### config.mk
export PLATFORM = sky130hd
export DESIGN_NAME = nfu2_psum_accum_flat
export DESIGN_NICKNAME = d
export VERILOG_FILES = /design/src/rtl/nfu2_psum_accum_pkg.sv /design/src/rtl/nfu2_psum_accum_if.sv /design/src/rtl/nfu2_psum_accum_sat_add.sv /design/src/rtl/nfu2_psum_accum.sv /design/src/flat_wrapper.sv
export SDC_FILE = /design/constraint.sdc
export NUM_CORES = 1
export LEC_CHECK = 0
export CORE_MARGIN = 2
export CORE_UTILIZATION = 30
export DETAILED_ROUTE_END_ITERATION = 12
export DONT_BUFFER_PORTS = 1
export PLACE_DENSITY = 0.47
export SLEW_MARGIN = 20
export SYNTH_ARGS = -nofsm -noshare
export SYNTH_HDL_FRONTEND = slang
export SYNTH_SLANG_ARGS = --single-unit
export TNS_END_PERCENT = 20
### constraint.sdc
create_clock -name clk -period 2.83 [get_ports clk]
set_input_delay 0.566 -clock clk [delete_from_list [all_inputs] [get_ports clk]]
set_output_delay 0.566 -clock clk [all_outputs]
set_load 0.02 [all_outputs]
### src/rtl/nfu2_psum_accum_pkg.sv
// Shared definitions for the NFU-2 partial-sum accumulator: default widths,
// FSM state encoding and saturation limits.
package nfu_pkg;

  localparam int N_DEFAULT     = 16;
  localparam int CNT_W_DEFAULT = 8;

  typedef enum logic [1:0] {
    IDLE  = 2'd0,
    ACCUM = 2'd1,
    DONE  = 2'd2
  } state_e;

  // Two's-complement limits of an N_DEFAULT-bit signed value
  localparam logic [N_DEFAULT-1:0] SAT_MAX = {1'b0, {(N_DEFAULT-1){1'b1}}};
  localparam logic [N_DEFAULT-1:0] SAT_MIN = {1'b1, {(N_DEFAULT-1){1'b0}}};

endpackage

### src/rtl/nfu2_psum_accum_if.sv
// Upstream beat and downstream result handshake of the partial-sum accumulator.
// The accumulator takes the slave side; the driving environment takes master.
interface nfu2_psum_accum_if
  import nfu_pkg::*;
#(
  parameter int N     = N_DEFAULT,
  parameter int CNT_W = CNT_W_DEFAULT
);
  logic             i_valid;
  logic             o_ready;
  logic [N-1:0]     i_psum;
  logic [CNT_W-1:0] i_num_tiles;
  logic             o_valid;
  logic             i_ready;
  logic [N-1:0]     o_res;
  logic             o_sat;

  modport slave (
    input  i_valid, i_psum, i_num_tiles, i_ready,
    output o_ready, o_valid, o_res, o_sat
  );

  modport master (
    output i_valid, i_psum, i_num_tiles, i_ready,
    input  o_ready, o_valid, o_res, o_sat
  );
endinterface

### src/rtl/nfu2_psum_accum_sat_add.sv
// nfu_sat_add: combinational W-bit signed adder that clips to the signed range
// and flags when a clip happened.
module nfu_sat_add
  import nfu_pkg::*;
#(
  parameter int W = N_DEFAULT
) (
  input  logic [W-1:0] a_i,
  input  logic [W-1:0] b_i,
  output logic [W-1:0] sum_o,
  output logic         clipped_o
);
  localparam logic [W-1:0] MAX_V = {1'b0, {(W-1){1'b1}}};
  localparam logic [W-1:0] MIN_V = {1'b1, {(W-1){1'b0}}};

  logic [W:0] full;

  // One guard bit: overflow shows up as disagreement between the top two bits
  assign full = {a_i[W-1], a_i} + {b_i[W-1], b_i};

  always_comb begin
    clipped_o = full[W] ^ full[W-1];
    sum_o     = full[W-1:0];
    if (clipped_o) begin
      sum_o = full[W] ? MIN_V : MAX_V;
    end
  end
endmodule

### src/rtl/nfu2_psum_accum.sv
// Accumulates a programmable number of NFU-2 tree sums per output neuron and
// hands the total to NFU-3. Define NFU2_ACC_SAT_EN for saturating adds with o_sat.
module nfu2_psum_accum
  import nfu_pkg::*;
#(
  parameter int N     = N_DEFAULT,
  parameter int CNT_W = CNT_W_DEFAULT
) (
  input  logic             clk,
  input  logic             rst_n,
  nfu2_psum_accum_if.slave bus
);
  state_e           state_q, state_d;
  logic [N-1:0]     acc_q, acc_d;
  logic [CNT_W-1:0] cnt_q, cnt_d;
  logic [CNT_W-1:0] tgt_q, tgt_d;
  logic [CNT_W-1:0] first_tgt;
  logic [CNT_W-1:0] cnt_inc;
  logic [N-1:0]     sum;
  logic             ready;
  logic             accept;

  assign ready     = (state_q != DONE);
  assign accept    = bus.i_valid && ready;
  assign first_tgt = (bus.i_num_tiles == '0) ? CNT_W'(1) : bus.i_num_tiles;
  assign cnt_inc   = cnt_q + CNT_W'(1);

`ifdef NFU2_ACC_SAT_EN
  logic sat_q, sat_d;
  logic clipped;

  nfu_sat_add #(.W(N)) u_sat_add (
    .a_i       (acc_q),
    .b_i       (bus.i_psum),
    .sum_o     (sum),
    .clipped_o (clipped)
  );

  always_ff @(posedge clk or negedge rst_n) begin
    if (!rst_n) begin
      sat_q <= 1'b0;
    end else begin
      sat_q <= sat_d;
    end
  end

  // Sticky clip flag, restarted by the first beat of each group
  always_comb begin
    sat_d = sat_q;
    if (accept) begin
      if (state_q == IDLE) begin
        sat_d = 1'b0;
      end else begin
        sat_d = sat_q | clipped;
      end
    end
  end

  assign bus.o_sat = sat_q;
`else
  assign sum       = acc_q + bus.i_psum;
  assign bus.o_sat = 1'b0;
`endif

  always_ff @(posedge clk or negedge rst_n) begin
    if (!rst_n) begin
      state_q <= IDLE;
      acc_q   <= '0;
      cnt_q   <= '0;
      tgt_q   <= '0;
    end else begin
      state_q <= state_d;
      acc_q   <= acc_d;
      cnt_q   <= cnt_d;
      tgt_q   <= tgt_d;
    end
  end

  always_comb begin
    state_d = state_q;
    acc_d   = acc_q;
    cnt_d   = cnt_q;
    tgt_d   = tgt_q;
    unique case (state_q)
      IDLE: begin
        if (accept) begin
          tgt_d   = first_tgt;
          acc_d   = bus.i_psum;
          cnt_d   = CNT_W'(1);
          state_d = (first_tgt == CNT_W'(1)) ? DONE : ACCUM;
        end
      end
      ACCUM: begin
        if (accept) begin
          acc_d = sum;
          cnt_d = cnt_inc;
          // Group ends on the compare, so the counter can never wrap
          if (cnt_inc == tgt_q) begin
            state_d = DONE;
          end
        end
      end
      DONE: begin
        if (bus.i_ready) begin
          state_d = IDLE;
        end
      end
      default: state_d = IDLE;
    endcase
  end

  assign bus.o_ready = ready;
  assign bus.o_valid = (state_q == DONE);
  assign bus.o_res   = acc_q;
endmodule

### src/flat_wrapper.sv
// flat-port wrapper written by rule: the top's interface ports become plain ports
module nfu2_psum_accum_flat import nfu_pkg::*;
#(
  parameter int N     = N_DEFAULT,
  parameter int CNT_W = CNT_W_DEFAULT
)
  (clk, rst_n, bus_i_valid, bus_i_psum, bus_i_num_tiles, bus_i_ready, bus_o_ready, bus_o_valid, bus_o_res, bus_o_sat);
  nfu2_psum_accum_if #(.N(N), .CNT_W(CNT_W)) bus_i ();
  input  logic clk;
  input  logic rst_n;
  input wire logic [$bits(bus_i.i_valid)-1:0] bus_i_valid;
  input wire logic [$bits(bus_i.i_psum)-1:0] bus_i_psum;
  input wire logic [$bits(bus_i.i_num_tiles)-1:0] bus_i_num_tiles;
  input wire logic [$bits(bus_i.i_ready)-1:0] bus_i_ready;
  output wire logic [$bits(bus_i.o_ready)-1:0] bus_o_ready;
  output wire logic [$bits(bus_i.o_valid)-1:0] bus_o_valid;
  output wire logic [$bits(bus_i.o_res)-1:0] bus_o_res;
  output wire logic [$bits(bus_i.o_sat)-1:0] bus_o_sat;
  assign bus_i.i_valid = bus_i_valid;
  assign bus_i.i_psum = bus_i_psum;
  assign bus_i.i_num_tiles = bus_i_num_tiles;
  assign bus_i.i_ready = bus_i_ready;
  assign bus_o_ready = bus_i.o_ready;
  assign bus_o_valid = bus_i.o_valid;
  assign bus_o_res = bus_i.o_res;
  assign bus_o_sat = bus_i.o_sat;
  nfu2_psum_accum #(.N(N), .CNT_W(CNT_W)) u_core (.clk(clk), .rst_n(rst_n), .bus(bus_i));
endmodule
==> flow_summary_export.csv, run 1 <==
group,metric,value,unit
floorplan,die_w,93.4,um
global_route,grt_pass1_vias,2000,
routing,dr.pass1.iters,6,
placed_design,dpl.cell_count,367,
clocking,h-tree-depth,2,
floorplan,core.rowCount,32,
sta,setup_viol,0,
floorplan,coreArea,0.00773,mm^2
worst_hold_path,hold_path_class,"in2async",
floorplan,die_area,0.00873,mm^2
cells_and_area,area_growth,10.4,%
placed_design,place_hpwl,4370,um
global_route,use_met3,0.0435,
flow_run,maxCapViolations,0,
routing,drc,0,
setup_path,crit_fanout,4,
routing,drtIter0Drc,83,
sta,fin_tns_setup,0,ps
yosys,synth_area,0.00240,mm^2
placed_design,portBuffers,0,
clocking,cts.sinks,34,
sta,slew_headroom,0.637,
floorplan,io_pins,47,
routing,wl_per_cell,15.7,um
power_and_ir_drop,power,3090,uW
cells_and_area,ff_latch_area,851,um^2
yosys,synth_top_area_frac,0.355,
power_and_ir_drop,vdd_drop_max,0.361,mV
routing,viasPerCell,5.32,
yosys,ys_ff_latch,34,
yosys,seq_area_frac_synth,0.355,
cells_and_area,num-nets-final,318,
cells_and_area,drive_above_1_share,0.0912,
setup_path,startpoint_type,"flip-flop",
yosys,synth_edf_count,0,
global_route,antenna_found_initial,0,
placed_design,dpl_cell_area,0.00254,mm^2
sta,finalClockSkew,9.80,ps
yosys,synthArstFlopShare,1.00,
yosys,syn_nets,312,
yosys,syn_area_per_cell,8.98,um^2
setup_path,crit_arrival,2740,ps
yosys,synth_most_common_cell,"nand2_1",
clocking,cts_root_buf,"clkbuf_8",
clocking,path_clk_slew,80,ps
clocking,insertion_delay,280,ps
clocking,cts_max_path_buffers,2,
sta,finalWorstSetupSlack,260,ps
yosys,synth_ff_type,"dfrtp_1",
cells_and_area,final_cell_count_no_fill,376,
cells_and_area,stdcell_area,0.00265,mm^2
global_route,grt_max_degree,35,
floorplan,initial_core_util,0.310,
yosys,synth_cells,267,
placed_design,dp_slack,118,ps
sta,grt_setup_unrepaired,"no",
yosys,synth.area.top_cells,"dfrtp_1 (35%), ha_1 (8.3%), nand2_1 (5.5%), xnor2_1 (4.4%), a21oi_1 (4.2%)",
sta,finalMaxSlewViolations,0,
power_and_ir_drop,p_per_area,1170,mW/mm^2
cells_and_area,nFillCells,819,
cells_and_area,multi_input_area,0.00149,mm^2
routing,final_antenna_net_count,0,
global_route,grtUsageTotal,0.145,
routing,num_vias,2002,
routing,drt_wl_total,5900,um
sta,min_period,2570,ps
setup_path,critPathKind,"reg2reg",
global_route,grt_overflow,0,
clocking,cts_tree,"yes",
clocking,cts_setup_buffers,0,
clocking,cts_buffers,5,
floorplan,dieHeight,93.4,um
yosys,yosysWarnings,0,
sta,finalCritPeriodShare,0.908,
run_status,status,"finished clean",
power_and_ir_drop,p_leak,0.00114,uW
setup_path,required,3000,ps
placed_design,gp_congestion,0.747,
yosys,synth_top_area_cell,"dfrtp_1",
setup_path,endpoint_kind,"flip-flop",
global_route,grt-busiest-layer,"met2",
yosys,netlist_top_cells_count,"nand2_1 (35), dfrtp_1 (34), nor2_1 (23)",
global_route,grt_util_met1,0.191,
sta,final_hold_viol_count,0,
sta,tightest_slew,539,ps
global_route,grt_pass1_wl,9910,um
global_route,grt_util_met2,0.230,
cells_and_area,diodes,0,
sta,max_freq,389,MHz
yosys,ys_types,53,
## flip-flops by register name (all words and copies together) (netlist names)
register and flops:
u_core.state_q 2, u_core.tgt_q 8, u_core.cnt_q 8, u_core.bus.o_res 16
## routing by layer
metal / wire, um / vias to the layer above
li1: - / 982
met5: 0 / -
met1: 2810 / 952
met3: 356 / 6
met2: 2670 / 62
met4: 70 / 0
## metrics by stage
stage,hold slack [ps],utilization
floorplan,270,-
global placement,271,0.328
detailed placement,272,0.328
CTS,101,0.343
global route,101,0.343
finish,102,0.343
## cell type report
type                       count  share of cell area
sequential                    34               0.321
clock inverter                 1             0.00189
clock buffer                   7              0.0326
multi-input combinational    219               0.563
inverter                       6             0.00850
tap                          102              0.0482
timing repair buffer           7              0.0246
## worst max-delay path, cell delays in order (launching register included)
cell and delay [ps]:
dfrtp_1 500, ha_1 360, a211oi_1 320, o21ai_1 160, and2_4 180, a31oi_1 210
o21ai_1 140, mux2_1 330, a211o_1 250
## placed cells by master, fill, tap and decap left out, types with 2 or more instances in the layout
| cell type | instances |
|---|---|
| o21bai_1 | 2 |
| nand4_1 | 3 |
| nor4_1 | 2 |
| inv_1 | 6 |
| or4_1 | 2 |
| a21o_1 | 6 |
| ha_1 | 16 |
| a31oi_1 | 9 |
| mux2_1 | 4 |
| xor2_1 | 9 |
| o21ai_0 | 14 |
| o211ai_1 | 3 |
| buf_4 | 6 |
| nand2_1 | 35 |
| nor3_1 | 2 |
| nor2_1 | 23 |
| o21a_1 | 2 |
| o31ai_1 | 3 |
| o21ai_1 | 6 |
| mux2_2 | 4 |
| clkbuf_8 | 6 |
| mux2i_1 | 3 |
| or3_1 | 2 |
| a22o_1 | 2 |
| nand3_1 | 4 |
| xnor2_1 | 12 |
| a211oi_1 | 4 |
| dfrtp_1 | 34 |
| a21oi_1 | 20 |
| a22oi_1 | 2 |
| nor2b_1 | 3 |
| nand2b_1 | 2 |
## final timing paths
kind                                           from  slack, ps                   end  cells past startpoint
worst min register to register      u_core.tgt_q[3]        510       u_core.tgt_q[3]                      1
worst max register to register  u_core.bus.o_res[1]        260  u_core.bus.o_res[15]                      8
max in group asynchronous                     rst_n       2530       u_core.tgt_q[7]                      1
min in group clk                 bus_i_num_tiles[5]        410       u_core.tgt_q[5]                      1
worst max-delay path            u_core.bus.o_res[1]        260  u_core.bus.o_res[15]                      8
worst min-delay path                          rst_n        100   u_core.bus.o_res[2]                      1
## cell families (layout without fill, tap and decap cells)
| family | after synthesis | after routing | share of synthesized area |
|---|---|---|---|
| compound gates | 82 | 82 | 0.219 |
| xor+xnor | 22 | 22 | 0.0882 |
| fa+ha+maj | 17 | 17 | 0.0918 |
| buf+inv | 14 | 21 | 0.0235 |
| flops | 34 | 34 | 0.355 |
| mux | 11 | 11 | 0.0501 |
| other cells | 1 | 1 | 0.00156 |
| simple gates | 86 | 86 | 0.171 |
## report_power, final
| part | internal [uW] | switching [uW] | leakage [uW] | total (uW) |
|---|---|---|---|---|
| logic | 766 | 861 | 0.000682 | 1630 |
| clock network | 197 | 187 | 0.0000482 | 384 |
| registers | 705 | 377 | 0.000411 | 1080 |
## timing repair
item	CTS	global route
hold endpoints to repair	34	0
hold buffers	1	0
gates resized for setup	0	0
Note: power is estimated with default switching activity, not from simulation.
==> inputs of run 2 (changes only) <==
- CORE_MARGIN: 2 -> 3
- GPL_TIMING_DRIVEN: not set -> 0
==> flow_summary_export.csv, run 2 (same netlist as run 1, synthesis figures left out) <==
group,metric,value,unit
cells_and_area,drive_above_1_share,0.0794,
cells_and_area,largest_register_ff_count,16,
sta,grt_setup_unrepaired,"no",
placed_design,dpl.cell_count,366,
clocking,cts_buffers,5,
placed_design,place_hpwl,4650,um
clocking,path_clk_slew,80,ps
setup_path,required,2980,ps
routing,drc,0,
routing,final_antenna_net_count,0,
cells_and_area,diodes,0,
global_route,grtUsageTotal,0.138,
cells_and_area,final_cell_count_no_fill,376,
power_and_ir_drop,p_per_area,1170,mW/mm^2
floorplan,die_w,95.4,um
cells_and_area,nFillCells,806,
power_and_ir_drop,p_int,1670,uW
cells_and_area,layout_commonest_cell,"nand2_1",
sta,max_freq,366,MHz
cells_and_area,num-nets-final,321,
run_status,status,"finished clean",
placed_design,gp_congestion,0.839,
setup_path,crit_arrival,2890,ps
power_and_ir_drop,netSwitchingFraction,0.464,
flow_run,maxCapViolations,0,
power_and_ir_drop,vdd_drop_max,0.315,mV
floorplan,die_area,0.00910,mm^2
sta,min_period,2730,ps
sta,tightest_slew,631,ps
setup_path,r2r_setup_slack,100,ps
clocking,cts.sinks,34,
power_and_ir_drop,power_frac_seq,0.352,
power_and_ir_drop,power_switching,1450,uW
sta,setup_viol,0,
sta,slew_headroom,0.575,
sta,fin_tns_setup,0,ps
setup_path,critPathLaunch,"u_core.bus.o_res[0]",
setup_path,crit_fanout,3,
global_route,grt_max_degree,35,
routing,num_vias,1960,
cells_and_area,mostFrequentLayoutCells,"nand2_1 (35), dfrtp_1 (33), nor2_1 (23)",
setup_path,reg2reg_depth,9,
global_route,grt_overflow,0,
sta,finalClockSkew,8.83,ps
clocking,insertion_delay,290,ps
sta,finalCritPeriodShare,0.966,
worst_hold_path,hold_path_class,"in2async",
global_route,grt_pass1_wl,9740,um
routing,drtIter0Drc,80,
routing,wl_per_cell,16.2,um
sta,final_hold_viol_count,0,
floorplan,coreArea,0.00749,mm^2
cells_and_area,area_growth,10.7,%
power_and_ir_drop,p_leak,0.00113,uW
floorplan,dieHeight,95.4,um
setup_path,regToRegEndpoint,"u_core.bus.o_res[12]",
cells_and_area,multi_input_area,0.00150,mm^2
clocking,cts_max_path_buffers,2,
placed_design,portBuffers,0,
setup_path,startpoint_type,"flip-flop",
clocking,cts_root_buf,"clkbuf_8",
global_route,grt_pass1_vias,1899,
floorplan,io_pins,47,
setup_path,endpoint_kind,"flip-flop",
setup_path,r2r_start,"u_core.bus.o_res[0]",
clocking,h-tree-depth,2,
power_and_ir_drop,clkPwrFrac,0.124,
clocking,cts_tree,"yes",
setup_path,critPathKind,"reg2reg",
global_route,antenna_found_initial,0,
floorplan,initial_core_util,0.320,
routing,viasPerCell,5.21,
power_and_ir_drop,p_comb_frac,0.524,
sta,finalMaxSlewViolations,0,
floorplan,core.rowCount,31,
routing,drt_wl_total,6080,um
routing,dr.pass1.iters,4,
cells_and_area,ff_latch_area,852,um^2
## run 2: final cells by class
type	instances	share of cell area
flip-flops and latches	34	0.321
clock inverters	1	0.00189
multi-input cells	219	0.566
repair buffers	2	0.0104
well taps	99	0.0467
plain buffers	8	0.0127
clock buffers	7	0.0325
inverters	6	0.00848
## run 2: worst max path at each step
stage / endpoint / slack (ps) / depth (start not counted)
after global routing: u_core.bus.o_res[12] / 10 / 9
after global placement: u_core.bus.o_res[12] / 30 / 9
after detailed placement: u_core.bus.o_res[12] / 50 / 9
final: u_core.bus.o_res[12] / 100 / 9
after floorplan: u_core.bus.o_res[12] / 330 / 9
after CTS: u_core.bus.o_res[12] / 40 / 9
## run 2: worst max-delay path, stage by stage, from the launching register on
cell and delay [ps]:
dfrtp_2 470, ha_1 260, fa_1 420, a21o_1 220, nand4_1 110, a21boi_1 120, o41ai_4 370, o21bai_1 140
a2111oi_1 410, a211oi_1 70
## run 2: routing by layer
metal  routed length [um]  up-vias  GRT usage  share of wire
li1                     -      982          -              -
met1                 2750      930      0.182           0.45
met2                 2920       44      0.226           0.48
met3                  361        4     0.0387          0.059
met4                   48        0     0.0308         0.0079
met5                    0        -          0              0
## run 2: per-stage QoR
stage	hold slack, ps	total power (uW)	setup WS (ps)	util	instance area [um^2]
floorplan	270	2350	335	-	2400
global placement	272	2690	31.1	0.337	2520
detailed placement	272	2700	50.8	0.337	2520
CTS	105	3120	43.7	0.352	2630
global route	102	3430	11.0	0.355	2660
finish	94.1	3120	96.5	0.355	2660
## run 2: power groups by stage
stage               clock [uW]  combinational [uW]  sequential (uW)
global route               434                1850             1140
finish                     388                1630             1100
global placement             0                1580             1110
detailed placement           0                1590             1120
floorplan                    0                1310             1040
CTS                        406                1610             1110
## run 2: repair_timing
action | in CTS | in global routing
gates resized for setup | 0 | 3
hold buffers | 1 | 0
buffers inserted | 0 | 1
endpoints found under the setup margin | 0 | 1
endpoints found under the hold margin | 34 | 0
==> inputs of run 3 (changes only) <==
- SLEW_MARGIN: 20 -> 40
==> results of run 3 <==
Same layout as run 2: the final DEF is identical, and so are final timing and power.
